[src/rtl/sc_pkg.sv]
// Shared definitions for the stochastic-computing dot-product accumulator.
//   state_t   : accumulator FSM states (S_ACC collecting terms, S_OUT holding a result)
//   popcnt_w  : width needed to count every bit of a BITSTREAM-wide vector
package sc_pkg;

  typedef enum logic {
    S_ACC = 1'b0,
    S_OUT = 1'b1
  } state_t;

  // Wide enough to hold BITSTREAM itself, not just BITSTREAM-1.
  function automatic int popcnt_w(input int bitstream);
    return $clog2(bitstream) + 1;
  endfunction

endpackage

[src/rtl/sc_accum_popcount.sv]
// POPCOUNT: combinational count of set bits in a BITSTREAM-wide vector.
//   vec_i   : input vector
//   count_o : number of ones, 0..BITSTREAM
module POPCOUNT
  import sc_pkg::*;
#(
  parameter int BITSTREAM = 64
) (
  input  logic [BITSTREAM-1:0]           vec_i,
  output logic [popcnt_w(BITSTREAM)-1:0] count_o
);
  localparam int CNT_W = popcnt_w(BITSTREAM);

  always_comb begin
    count_o = '0;
    for (int i = 0; i < BITSTREAM; i++)
      count_o = count_o + CNT_W'(vec_i[i]);
  end
endmodule

[src/rtl/sc_accum.sv]
// sc_accum: accumulates unipolar SC products popcount(A & B) over a dot
// product and presents the saturated sum with a valid/ready handshake.
//   iClk, iRst               : clock (rising edge), async active-high reset
//   iBitstreamA/B            : activation / weight streams
//   iValid, iLast, oReady    : input beat handshake, iLast marks final term
//   oValid, iReady           : result handshake
//   oSum, oOverflow          : saturated result and "saturation occurred" flag
module sc_accum
  import sc_pkg::*;
#(
  parameter int BITSTREAM = 64,
  parameter int ACC_W     = 16
) (
  input  logic                 iClk,
  input  logic                 iRst,
  input  logic [BITSTREAM-1:0] iBitstreamA,
  input  logic [BITSTREAM-1:0] iBitstreamB,
  input  logic                 iValid,
  input  logic                 iLast,
  output logic                 oReady,
  output logic                 oValid,
  input  logic                 iReady,
  output logic [ACC_W-1:0]     oSum,
  output logic                 oOverflow
);
  localparam int CNT_W = popcnt_w(BITSTREAM);

  state_t           state_q, state_d;
  logic [ACC_W-1:0] acc_q, acc_d;
  logic             acc_ovf_q, acc_ovf_d;
  logic [ACC_W-1:0] sum_q, sum_d;
  logic             ovf_q, ovf_d;

  logic [CNT_W-1:0] term;
  logic [ACC_W-1:0] term_ext;
  logic [ACC_W-1:0] base_acc;
  logic             base_ovf;
  logic [ACC_W:0]   wide;
  logic [ACC_W-1:0] add_val;
  logic             add_ovf;

  POPCOUNT #(.BITSTREAM(BITSTREAM)) u_popcount (
    .vec_i   (iBitstreamA & iBitstreamB),
    .count_o (term)
  );

  assign term_ext = ACC_W'(term);

  // A beat accepted while a result is being consumed starts a fresh sum,
  // so the adder base is zero whenever we are in S_OUT.
  always_comb begin
    base_acc = (state_q == S_ACC) ? acc_q     : '0;
    base_ovf = (state_q == S_ACC) ? acc_ovf_q : 1'b0;
    wide     = {1'b0, base_acc} + {1'b0, term_ext};
    add_val  = wide[ACC_W] ? '1 : wide[ACC_W-1:0];
    add_ovf  = base_ovf | wide[ACC_W];
  end

  assign oReady    = (state_q == S_ACC) || iReady;
  assign oValid    = (state_q == S_OUT);
  assign oSum      = sum_q;
  assign oOverflow = ovf_q;

  always_comb begin
    state_d   = state_q;
    acc_d     = acc_q;
    acc_ovf_d = acc_ovf_q;
    sum_d     = sum_q;
    ovf_d     = ovf_q;
    case (state_q)
      S_ACC: begin
        if (iValid) begin
          if (iLast) begin
            sum_d     = add_val;
            ovf_d     = add_ovf;
            acc_d     = '0;
            acc_ovf_d = 1'b0;
            state_d   = S_OUT;
          end else begin
            acc_d     = add_val;
            acc_ovf_d = add_ovf;
          end
        end
      end
      S_OUT: begin
        if (iReady) begin
          // Result consumed; a same-cycle beat restarts from zero.
          acc_d     = '0;
          acc_ovf_d = 1'b0;
          state_d   = S_ACC;
          if (iValid) begin
            if (iLast) begin
              sum_d   = add_val;
              ovf_d   = add_ovf;
              state_d = S_OUT;
            end else begin
              acc_d     = add_val;
              acc_ovf_d = add_ovf;
            end
          end
        end
      end
      default: state_d = S_ACC;
    endcase
  end

  always_ff @(posedge iClk or posedge iRst) begin
    if (iRst) begin
      state_q   <= S_ACC;
      acc_q     <= '0;
      acc_ovf_q <= 1'b0;
      sum_q     <= '0;
      ovf_q     <= 1'b0;
    end else begin
      state_q   <= state_d;
      acc_q     <= acc_d;
      acc_ovf_q <= acc_ovf_d;
      sum_q     <= sum_d;
      ovf_q     <= ovf_d;
    end
  end
endmodule
[config.mk]
export PLATFORM = sky130hd
export DESIGN_NAME = sc_accum
export DESIGN_NICKNAME = d
export VERILOG_FILES = /design/src/rtl/sc_pkg.sv /design/src/rtl/sc_accum_popcount.sv /design/src/rtl/sc_accum.sv
export SDC_FILE = /design/constraint.sdc
export NUM_CORES = 1
export LEC_CHECK = 0
export ABC_AREA = 1
export CAP_MARGIN = 20
export CORE_ASPECT_RATIO = 1.5
export CORE_MARGIN = 2
export CORE_UTILIZATION = 52
export CTS_BUF_LIST = sky130_fd_sc_hd__clkbuf_8
export DETAILED_ROUTE_END_ITERATION = 10
export GPL_ROUTABILITY_DRIVEN = 0
export GPL_TIMING_DRIVEN = 0
export PLACE_DENSITY = 0.87
export SLEW_MARGIN = 10
export SYNTH_ARGS = -nofsm -noshare
export SYNTH_HDL_FRONTEND = slang
export SYNTH_HIERARCHICAL = 1
export SYNTH_SLANG_ARGS = --single-unit
[constraint.sdc]
create_clock -name iClk -period 3.7 [get_ports iClk]
set_input_delay 0.37 -clock iClk [delete_from_list [all_inputs] [get_ports iClk]]
set_output_delay 0.37 -clock iClk [all_outputs]
set_load 0.05 [all_outputs]
=== Yosys cells after proc, flatten, opt, wreduce, memory -nomap -nowiden ===
Cells that the tools add are included.

* Add/sub/neg operators: 64
* Eq/ne operators: 2
* Multiplexer cells: 25
* Bitwise logic cells: 3
* Reductions and logical operators: 2

{| class="wikitable"
|+ Operators with widths
! kind !! number
|-
| adder 7 x 1 -> 7 bit || 62
|-
| 2-to-1 mux 16 bit || 9
|-
| bitwise AND 64 bit || 1
|-
| case mux 16 bit (2 select lines) || 2
|-
| adder 16 x 7 -> 17 bit || 1
|-
| 2-to-1 mux 1 bit || 11
|-
| case mux 1 bit (2 select lines) || 3
|-
| != test 2 bit (second input constant) || 2
|-
| adder 1 x 1 -> 2 bit || 1
|-
| AND reduction 2 bit || 1
|-
| logical OR 1 bit || 1
|-
| NOT 1 bit || 1
|-
| OR 1 bit || 1
|}

* Bits in registers: 35

=== Depth between registers and ports, before layout ===
Gate-level depths: netlist (run 1).

* Depth after elaboration: 70
* Gate-level depth with buffers: 34

=== Cells and area by module ===
Netlist (run 1), hierarchy kept.

{| class="wikitable"
|+ By module, submodules not included
! module !! times used !! cells an instance !! area each (µm²) !! seq. area each (µm²)
|-
| sc_accum || 1 || 447 || 2745.1 || 875.8
|-
| POPCOUNT || 1 || 189 || 1760.4 || 0.0
|}

=== Worst setup path after synthesis (run 1) ===
No wires, ideal clock.

* Path type: input to register
* Start: in iBitstreamA[2]
* End: reg sum_q[8], in the netlist oSum[8]
* Setup time: 0.118 ns
* Arrival time: 6.688 ns
* Setup slack: -3.106 ns
* Stages: 27
* Buffers on the path: 1
* Cell sequence: nand2_1 -> inv_1 -> inv_1 -> fa_1 -> fa_1 -> fa_1 -> fa_1 -> fa_1 -> fa_1 -> fa_1 -> fa_1 -> fa_1 -> fa_1 -> nand3b_1 -> nand2_1 -> nand3_1 -> nand2_1 -> ha_1 -> nand3_1 -> nor2_1 -> nor2_1 -> nand2_2 -> nand3_4 -> buf_8 -> nand3_2 -> nand2_1 -> nand2_1

* Word-level cells in the longest chain between the ends: 69

{| class="wikitable"
|+ RTL lines
! item !! line !! source
|-
| start: declaration || sc_accum.sv:16 || <nowiki>input logic [BITSTREAM-1:0] iBitstreamA,</nowiki>
|-
| bitwise AND 64 bit (*) || sc_accum.sv:43 || <nowiki>.vec_i (iBitstreamA & iBitstreamB),</nowiki>
|-
| adder 7 x 1 -> 7 bit (*) (62 in a row) || sc_accum_popcount.sv:17 || <nowiki>count_o = count_o + CNT_W'(vec_i[i]);</nowiki>
|-
| via term[6] || sc_accum.sv:34 || <nowiki>logic [CNT_W-1:0] term;</nowiki>
|-
| adder 16 x 7 -> 17 bit (*) || sc_accum.sv:54 || <nowiki>wide = {1'b0, base_acc} + {1'b0, term_ext};</nowiki>
|-
| 2-to-1 mux 16 bit (*) || sc_accum.sv:55 || <nowiki>add_val = wide[ACC_W] ? '1 : wide[ACC_W-1:0];</nowiki>
|-
| 2-to-1 mux 16 bit (*) || sc_accum.sv:73, sc_accum.sv:92 ||
|-
| 2-to-1 mux 16 bit (*) || sc_accum.sv:72, sc_accum.sv:91 ||
|-
| 2-to-1 mux 16 bit || sc_accum.sv:86 || <nowiki>if (iReady) begin</nowiki>
|-
| case mux 16 bit (2 select lines) (*) || sc_accum.sv:70 || <nowiki>case (state_q)</nowiki>
|-
| end signal: assignment || sc_accum.sv:118 || <nowiki>sum_q <= sum_d;</nowiki>
|-
| end: declaration || sc_accum.sv:31 || <nowiki>logic [ACC_W-1:0] sum_q, sum_d;</nowiki>
|}

Mark *: on every way through the listed nets, which the timed path passes. The rest lies on a longest branch. The select of a mux whose other input is x is not followed.
A chain may end at the register's enable or synchronous reset.

=== Worst setup path after layout (run 1) ===
* Start: in iBitstreamA[41]
* End: reg sum_q[7], in the netlist oSum[7]

* Word-level cells in the longest chain between the ends: 30

{| class="wikitable"
|+ RTL lines
! item !! line
|-
| bitwise AND 64 bit (*) || sc_accum.sv:43
|-
| adder 7 x 1 -> 7 bit (*) (23 in a row) || sc_accum_popcount.sv:17
|-
| via term[2] || sc_accum.sv:34
|-
| adder 16 x 7 -> 17 bit (*) || sc_accum.sv:54
|-
| 2-to-1 mux 16 bit (*) || sc_accum.sv:55
|-
| 2-to-1 mux 16 bit (*) || sc_accum.sv:73, sc_accum.sv:92
|-
| 2-to-1 mux 16 bit (*) || sc_accum.sv:72, sc_accum.sv:91
|-
| 2-to-1 mux 16 bit || sc_accum.sv:86
|-
| case mux 16 bit (2 select lines) (*) || sc_accum.sv:70
|}

Marks and branches as above.

==> results of run 1 <==
stage by stage:
step / hold slack (ps) / TNS [ps] / instances
after detailed placement: 467 / -134530 / 894
after global routing: 502 / -115120 / 915
final: 486 / -108160 / 915
after global placement: 461 / -128040 / 894
after CTS: 484 / -105780 / 908
after floorplan: 449 / -99750 / 636
what timing repair did:
item,CTS,global route
setup endpoints to repair,34,34
setup buffers,6,5
hold endpoints to repair,0,0
pin swaps,75,67
resized for setup,160,98
cloned,0,2
hold buffers,0,0
flip-flops by register name, summed over array words and instances (netlist names):
register   flops
oValid         1
oSum          16
acc_ovf_q      1
oOverflow      1
acc_q         16
how the worst max path moves through the flow:
stage,start,endpoint,depth (start not counted)
finish,iBitstreamA[41],oSum[7]$_DFFE_PP0P_,28
global route,iBitstreamA[41],acc_q[4]$_DFFE_PP0P_,28
CTS,iBitstreamB[29],oSum[7]$_DFFE_PP0P_,28
detailed placement,iBitstreamA[37],acc_q[13]$_DFFE_PP0P_,30
global placement,iBitstreamA[37],oSum[9]$_DFFE_PP0P_,30
floorplan,iBitstreamA[37],oSum[9]$_DFFE_PP0P_,29
placed cells by master (no fill, tap or decap), drive strengths merged, types with 12 or more instances in the layout:
master and instances:
clkbuf 12, dlygate4sd2 22, clkdlybuf4s15 15, clkdlybuf4s50 91, dfrtp 35, buf 39
ha 23, nand3 29, fa 55, nand2 213, nor2 39, inv 196
metal layers:
metal | up-vias | global-route usage, %
li1 | 2149 | -
met1 | 2180 | 24.4
met2 | 299 | 51.1
met3 | 73 | 3.37
met4 | 0 | 13.1
met5 | - | 0
cells by family (layout without fill, tap and decap cells):
kind of cell             count (synthesis)  count (layout)  synth area share [%]
AND/OR/NAND/NOR                        292             292                  28.2
buffers and inverters                  205             377                  17.9
adder cells (fa/ha/maj)                 78              78                  30.8
flip-flops                              35              35                  19.4
AO/OA/AOI/OAI                           19              19                  2.36
XOR/XNOR                                 7               7                  1.36
tightest hold or removal path, cell delays in order (launching register included):
cell and delay (ps):
dfrtp_1 350, nand2_1 60, nand2_1 50
area by class of cell:
| type | count | area, sq um |
|---|---|---|
| clock inverters | 2 | 35.0 |
| repair buffers | 164 | 1560 |
| multi-input cells | 396 | 3260 |
| plain buffers | 9 | 77.6 |
| flip-flops and latches | 35 | 876 |
| inverters | 196 | 736 |
| well taps | 107 | 134 |
| fillers | 516 | 1650 |
| clock buffers | 6 | 82.6 |
==> run metrics, run 1 <==
status complete, but fails checks; failing checks setup timing; Reg clk slew, reported paths 70 ps; met3 wire length 948 um; final core utilization 80.4%; Max Cap Viol 0; cell mode on critical path fa_1; hold depth 2; met1 wire length 4350 um; Post-synth ARST share 100%; Pre-Repair DR Iteration Count 7; drt wl/cell 14.9 um; hold_sp oSum[15]$_DFFE_PP0P_; met2 routed WL 7570 um; Initial Utilization between 50% and 60%; Hold Violations, Final 0; Mapped Area 4510 sq um; count of cell types in the netlist 31; cell taking the most area after synthesis fa_1; Post-synth EDFFs 0; Synth top area share 24.4%; syn nets around 850; gr ovfl total 0; post-synthesis sequential area ratio 19.4%; Core Box Area 8410 sq um; Max Slew Vio Count 0; pre-CTS WS -4060 ps; Via Count 4701; Post-synth top cells nand2_1 (204), inv_1 (193), fa_1 (55); post-route minimum period 6960 ps; Die X 80 um; first-pass GRT wire length between 15000 and 20000 um; Die H 118 um; Slew HR 49.2%; initial DRC count 291; Worst Setup End Kind flip-flop; final setup fails 34; CTS tree built; CP delay by family, top adder cells; worst setup margin -3260 ps; CP peak stage delay slightly below 600 ps; main flop type after synthesis dfrtp_1; H-Tree Depth 2; row cnt 41; most common cell in the netlist nand2_1; overall routed net length ~14000 um; TritonCTS buffer count 5; Ports roughly 150; CP max-delay cell fa_1; top layer reached by signal wires met4; CTS Sinks 35; Period Utilization, post-route 188%; fmax between 100 and 150 MHz; Reg2Reg Depth 14; CTS Root Buffer Type clkbuf_8; RSZ-0062 raised after global routing yes; critical path type primary input to flip-flop; top post-synthesis cells by area fa_1 (24%), dfrtp_1 (19%), nand2_1 (17%); Die ar. 9440 sq um; Post-DP Area around 6200 sq um; Vias/cell approximately 5; Layout area overhead 50.2%; Hold Path End oSum[15]$_DFFE_PP0P_; initial antenna violation count 0; largest net degree at the start of global routing 36; drt drc 0; Final Cell Area just under 7000 sq um; CP Data Required Time 3900 ps; Syn Inst Count between 600 and 700; slew at the pin with the worst max-slew slack roughly 760 ps; Detailed Place HPWL 9900 um; Synthesis Warnings 6; CP Launch Type primary input; skew final 5.04 ps; nets 1018; Worst Hold Class flip-flop to flip-flop; critical path arrival around 7200 ps; Skew-Pair Late Insertion Delay 310 ps; I/O Buffers around 150; Worst Path Max Fanout 5; number of routed nets with antenna violations 0; reg2reg start oValid$_DFF_PP0_; Reg2Reg Setup Slack 1080 ps; Yosys reg bits 35; RR Endpoint oSum[6]$_DFFE_PP0P_; share of layout cells above drive strength 1 23.9%; Max Buffers Root-to-Sink 2; Avg Inst Size Synth 7.08 sq um; vias in the first global route 4845; Bufs and invs on worst path 7; Antenna Cells 0; GRT Total Usage between 20 and 30%
Power of run 1 is left out: the tool's default activity adds up to more than one toggle a clock period on the data nets, which glitch-free logic cannot reach.
==> run 2, diff against run 1 <==
CORE_MARGIN = 10   (was 2)
CORE_UTILIZATION = 51   (was 52)
CTS_BUF_LIST = unset   (was sky130_fd_sc_hd__clkbuf_8)
CTS_CLUSTER_SIZE = 25   (was unset)
PLACE_DENSITY = 0.85   (was 0.87)
==> run metrics, run 2 (synthesis results as in run 1) <==
status complete, but fails checks; CP peak stage delay just over 600 ps; Worst Hold Class flip-flop to flip-flop; CP Launch Type primary input; share of layout cells above drive strength 1 a little over a quarter; number of routed nets with antenna violations 0; post-route minimum period 7180 ps; Period Utilization, post-route 194%; hold_sp oSum[11]$_DFFE_PP0P_; Slew HR 46.6%; fmax about 140 MHz; initial antenna violation count 0; slew at the pin with the worst max-slew slack 800 ps; CP Data Required Time a little under 4000 ps; vias in the first global route 5498; Reg2Reg Depth 14; row cnt 41; RSZ-0062 raised after global routing yes; critical path arrival 7400 ps; Die H 135 um; Hold Path End oSum[11]$_DFFE_PP0P_; Bufs and invs on worst path 4; nets ~1000; Max Slew Vio Count 0; Vias/cell 5.37; skew final about 3.9 ps; largest net degree at the start of global routing 20; Core Box Area ~8500 sq um; Hold Violations, Final 0; CTS tree built; initial DRC count between 400 and 500; gr ovfl total 0; critical path type primary input to flip-flop; H-Tree Depth 2; drt drc 1; Worst Path Max Fanout 4; Ports 152; reg2reg start oValid$_DFF_PP0_; commonest cells after routing, fill and taps aside nand2_1 (156), inv_1 (155), clkdlybuf4s50_1 (88); Pre-Repair DR Iteration Count 11; Worst Setup End Kind flip-flop; I/O Buffers 151; most common library cell in the layout ignoring fill and taps nand2_1; Final Cell Area 6850 sq um; GRT Total Usage 22.4%; final setup fails 34; setup_tns -114600 ps; RR Endpoint acc_q[6]$_DFFE_PP0P_; Reg clk slew, reported paths 50 ps; Max Buffers Root-to-Sink 2; pre-CTS WS -4070 ps; worst setup margin -3480 ps; TritonCTS buffer count 5; CTS Root Buffer Type clkbuf_16; cell mode on critical path fa_1; Reg2Reg Setup Slack 1090 ps; drt wl/cell between 15 and 20 um; CP delay by family, top adder cells; CP max-delay cell fa_1; Detailed Place HPWL 11700 um; Die ar. approximately 13000 sq um; failing checks DRC, setup timing; Post-DP Area 6250 sq um; first-pass GRT wire length ~24000 um; overall routed net length 16600 um; CTS Sinks 35; Layout area overhead 52.1%; Via Count 4946; Antenna Cells 0; Initial Utilization 52.9%; CTS Hold Bufs 0; hold depth 2; Max Cap Viol 0; Die X 96.7 um; Skew-Pair Late Insertion Delay 280 ps
## run 2: layout make-up
class	instances	area [sq um]
Sequential cell	35	876
Inverter	196	736
Fill cell	522	1660
Timing Repair Buffer	171	1580
Tap cell	107	134
Clock buffer	8	156
Multi-Input combinational cell	396	3310
Buffer	8	62.6
## run 2: worst max path at each step
stage / endpoint / slack (ps) / from / cells past startpoint
CTS: acc_q[11]$_DFFE_PP0P_ / -3280 / iBitstreamB[59] / 28
global route: acc_q[6]$_DFFE_PP0P_ / -3620 / iBitstreamB[47] / 30
detailed placement: oSum[9]$_DFFE_PP0P_ / -4070 / iBitstreamA[37] / 30
finish: oSum[7]$_DFFE_PP0P_ / -3480 / iBitstreamB[35] / 26
global placement: oSum[9]$_DFFE_PP0P_ / -3930 / iBitstreamA[37] / 30
floorplan: oSum[9]$_DFFE_PP0P_ / -2960 / iBitstreamA[37] / 29
## run 2: per-stage QoR
stage / hold slack [ps] / cells / utilization (%)
floorplan: 449 / 636 / -
global placement: 463 / 894 / 73.1
detailed placement: 470 / 895 / 73.4
CTS: 479 / 917 / 77.2
global route: 503 / 921 / 80.5
finish: 476 / 921 / 80.5
## run 2: layer usage
layer  part of all wire, %  up-vias  global-route usage, %  wire (um)
li1                      -     2165                      -          -
met1                    29     2286                   18.2       4830
met2                    53      353                   44.6       8850
met3                    10      142                   7.35       1660
met4                   7.7        0                   13.6       1280
met5                     0        -                      0          0
## run 2: what timing repair did
| action | in CTS | in global routing |
|---|---|---|
| pin swaps | 87 | 70 |
| endpoints found under the setup margin | 34 | 34 |
| buffers inserted | 13 | 6 |
| resized for setup | 198 | 112 |
| cloned | 2 | 0 |
## run 2: worst min-delay path, stage by stage (launching register included)
cell,delay [ps]
dfrtp_1,340
nand2_1,50
nand2_1,50
Power of run 2 is left out for the same reason.
==> run 3, diff against run 2 <==
CORE_UTILIZATION = 47   (was 51)
PLACE_DENSITY = 0.79   (was 0.85)
clock period = 7.92 ns   (was 3.7 ns; I/O delays follow)
==> run metrics, run 3 (synthesis results as in run 1) <==
drt drc 0; CTS Hold Bufs 0; Worst Setup End Kind flip-flop; initial antenna violation count 0; Layout area overhead 45.7%; RR Endpoint oSum[11]$_DFFE_PP0P_; skew final 2.31 ps; overall routed net length ~13000 um; CTS Root Buffer Type clkbuf_16; vias in the first global route between 4000 and 5000; register area 876 sq um; post-route minimum period 7700 ps; number of routed nets with antenna violations 0; share of layout cells above drive strength 1 under 10%; placed cells 900; reg2reg start oValid$_DFF_PP0_; Worst Hold Class flip-flop to flip-flop; Slew HR between 50% and 60%; final setup fails 0; final core utilization between 70% and 80%; Detailed Place HPWL 10900 um; cell mode on critical path fa_1; Period Utilization, post-route between 90% and 100%; GRT Total Usage 17.5%; Max Cap Viol 0; Reg2Reg Setup Slack about 5400 ps; Initial Utilization roughly half; Multi-input gate area 3020 sq um; Ports between 150 and 200; fill count roughly 740; TritonCTS buffer count 5; Non-Filler Instances 912; fmax roughly 130 MHz; CTS Sinks 35; Die ar. 14000 sq um; row cnt 43; Skew-Pair Late Insertion Delay about 280 ps; commonest cells after routing, fill and taps aside nand2_1 (193), inv_1 (191), clkdlybuf4s50_1 (151); Die H 140 um; Via Count 4391; CTS tree built; Max Buffers Root-to-Sink 2; CP max-delay cell fa_1; initial DRC count 179; Reg clk slew, reported paths around 50 ps; first-pass GRT wire length 20200 um; slew at the pin with the worst max-slew slack 660 ps; status finished clean; Antenna Cells 0; Hold Violations, Final 0; worst hold slack 484 ps; gr ovfl total 0; Core Box Area 9310 sq um; H-Tree Depth 2; Reg2Reg Depth 14; most common library cell in the layout ignoring fill and taps nand2_1; drt wl/cell 13.9 um; Worst Path Max Fanout 6; I/O Buffers around 150; critical path type primary input to flip-flop; Max Slew Vio Count 0; CP Data Required Time 8090 ps; Die X 99.9 um; CP Launch Type primary input; end point of the critical path oSum[11]$_DFFE_PP0P_; crit path launch iBitstreamB[39]; Vias/cell 4.81; nets between 1000 and 1500; largest net degree at the start of global routing 23; critical path arrival 7870 ps; CP peak stage delay 550 ps; Pre-Repair DR Iteration Count 5
==> run 3: worst min-delay path by stage <==
stage / cells past startpoint / startpoint / slack [ps] / endpoint
after floorplan: 2 / acc_q[13]$_DFFE_PP0P_ / 450 / acc_q[13]$_DFFE_PP0P_
after global placement: 2 / acc_ovf_q$_DFFE_PP0P_ / 460 / acc_ovf_q$_DFFE_PP0P_
after detailed placement: 2 / oSum[11]$_DFFE_PP0P_ / 470 / oSum[11]$_DFFE_PP0P_
after CTS: 2 / acc_q[6]$_DFFE_PP0P_ / 480 / acc_q[6]$_DFFE_PP0P_
after global routing: 2 / oSum[11]$_DFFE_PP0P_ / 490 / oSum[11]$_DFFE_PP0P_
final: 2 / acc_ovf_q$_DFFE_PP0P_ / 480 / acc_ovf_q$_DFFE_PP0P_
==> run 3: cell type report <==
cell class / instances / area share, %
flip-flops and latches: 35 / 13.3
well taps: 112 / 2.13
plain buffers: 9 / 1.12
inverters: 196 / 11.2
multi-input cells: 396 / 45.9
clock inverters: 1 / 0.0762
repair buffers: 156 / 24.2
clock buffers: 7 / 2.02
==> run 3: stage by stage <==
| step | setup slack (ps) | TNS, ps | area (sq um) |
|---|---|---|---|
| final | 221 | 0 | 6570 |
| after global routing | -27.0 | -279 | 6570 |
| after CTS | 45.9 | 0 | 6320 |
| after detailed placement | -291 | -7130 | 6180 |
| after global placement | -225 | -4860 | 6160 |
| after floorplan | 692 | 0 | 4510 |
==> run 3: layer usage <==
| metal | GRT usage, % | vias to the layer above | share of wire [%] |
|---|---|---|---|
| li1 | - | 2133 | - |
| met1 | 15.3 | 2060 | 30 |
| met2 | 35.0 | 163 | 58 |
| met3 | 6.30 | 35 | 8.5 |
| met4 | 4.54 | 0 | 2.9 |
| met5 | 0 | - | 0 |
==> run 3: repair_timing <==
action,CTS,global route
hold endpoints to repair,0,0
setup buffers,0,2
pin swaps,0,25
setup endpoints to repair,5,34
cloned,0,2
resized for setup,1,44
==> run 3: critical path: cells and delay by family <==
| kind | cells | cell delay (ps) |
|---|---|---|
| AO/OA/AOI/OAI | 1 | 220 |
| XOR/XNOR | 1 | 90 |
| adder cells (fa/ha/maj) | 11 | 4970 |
| buffers and inverters | 6 | 770 |
| AND/OR/NAND/NOR | 10 | 990 |
Power of run 3 is left out for the same reason.
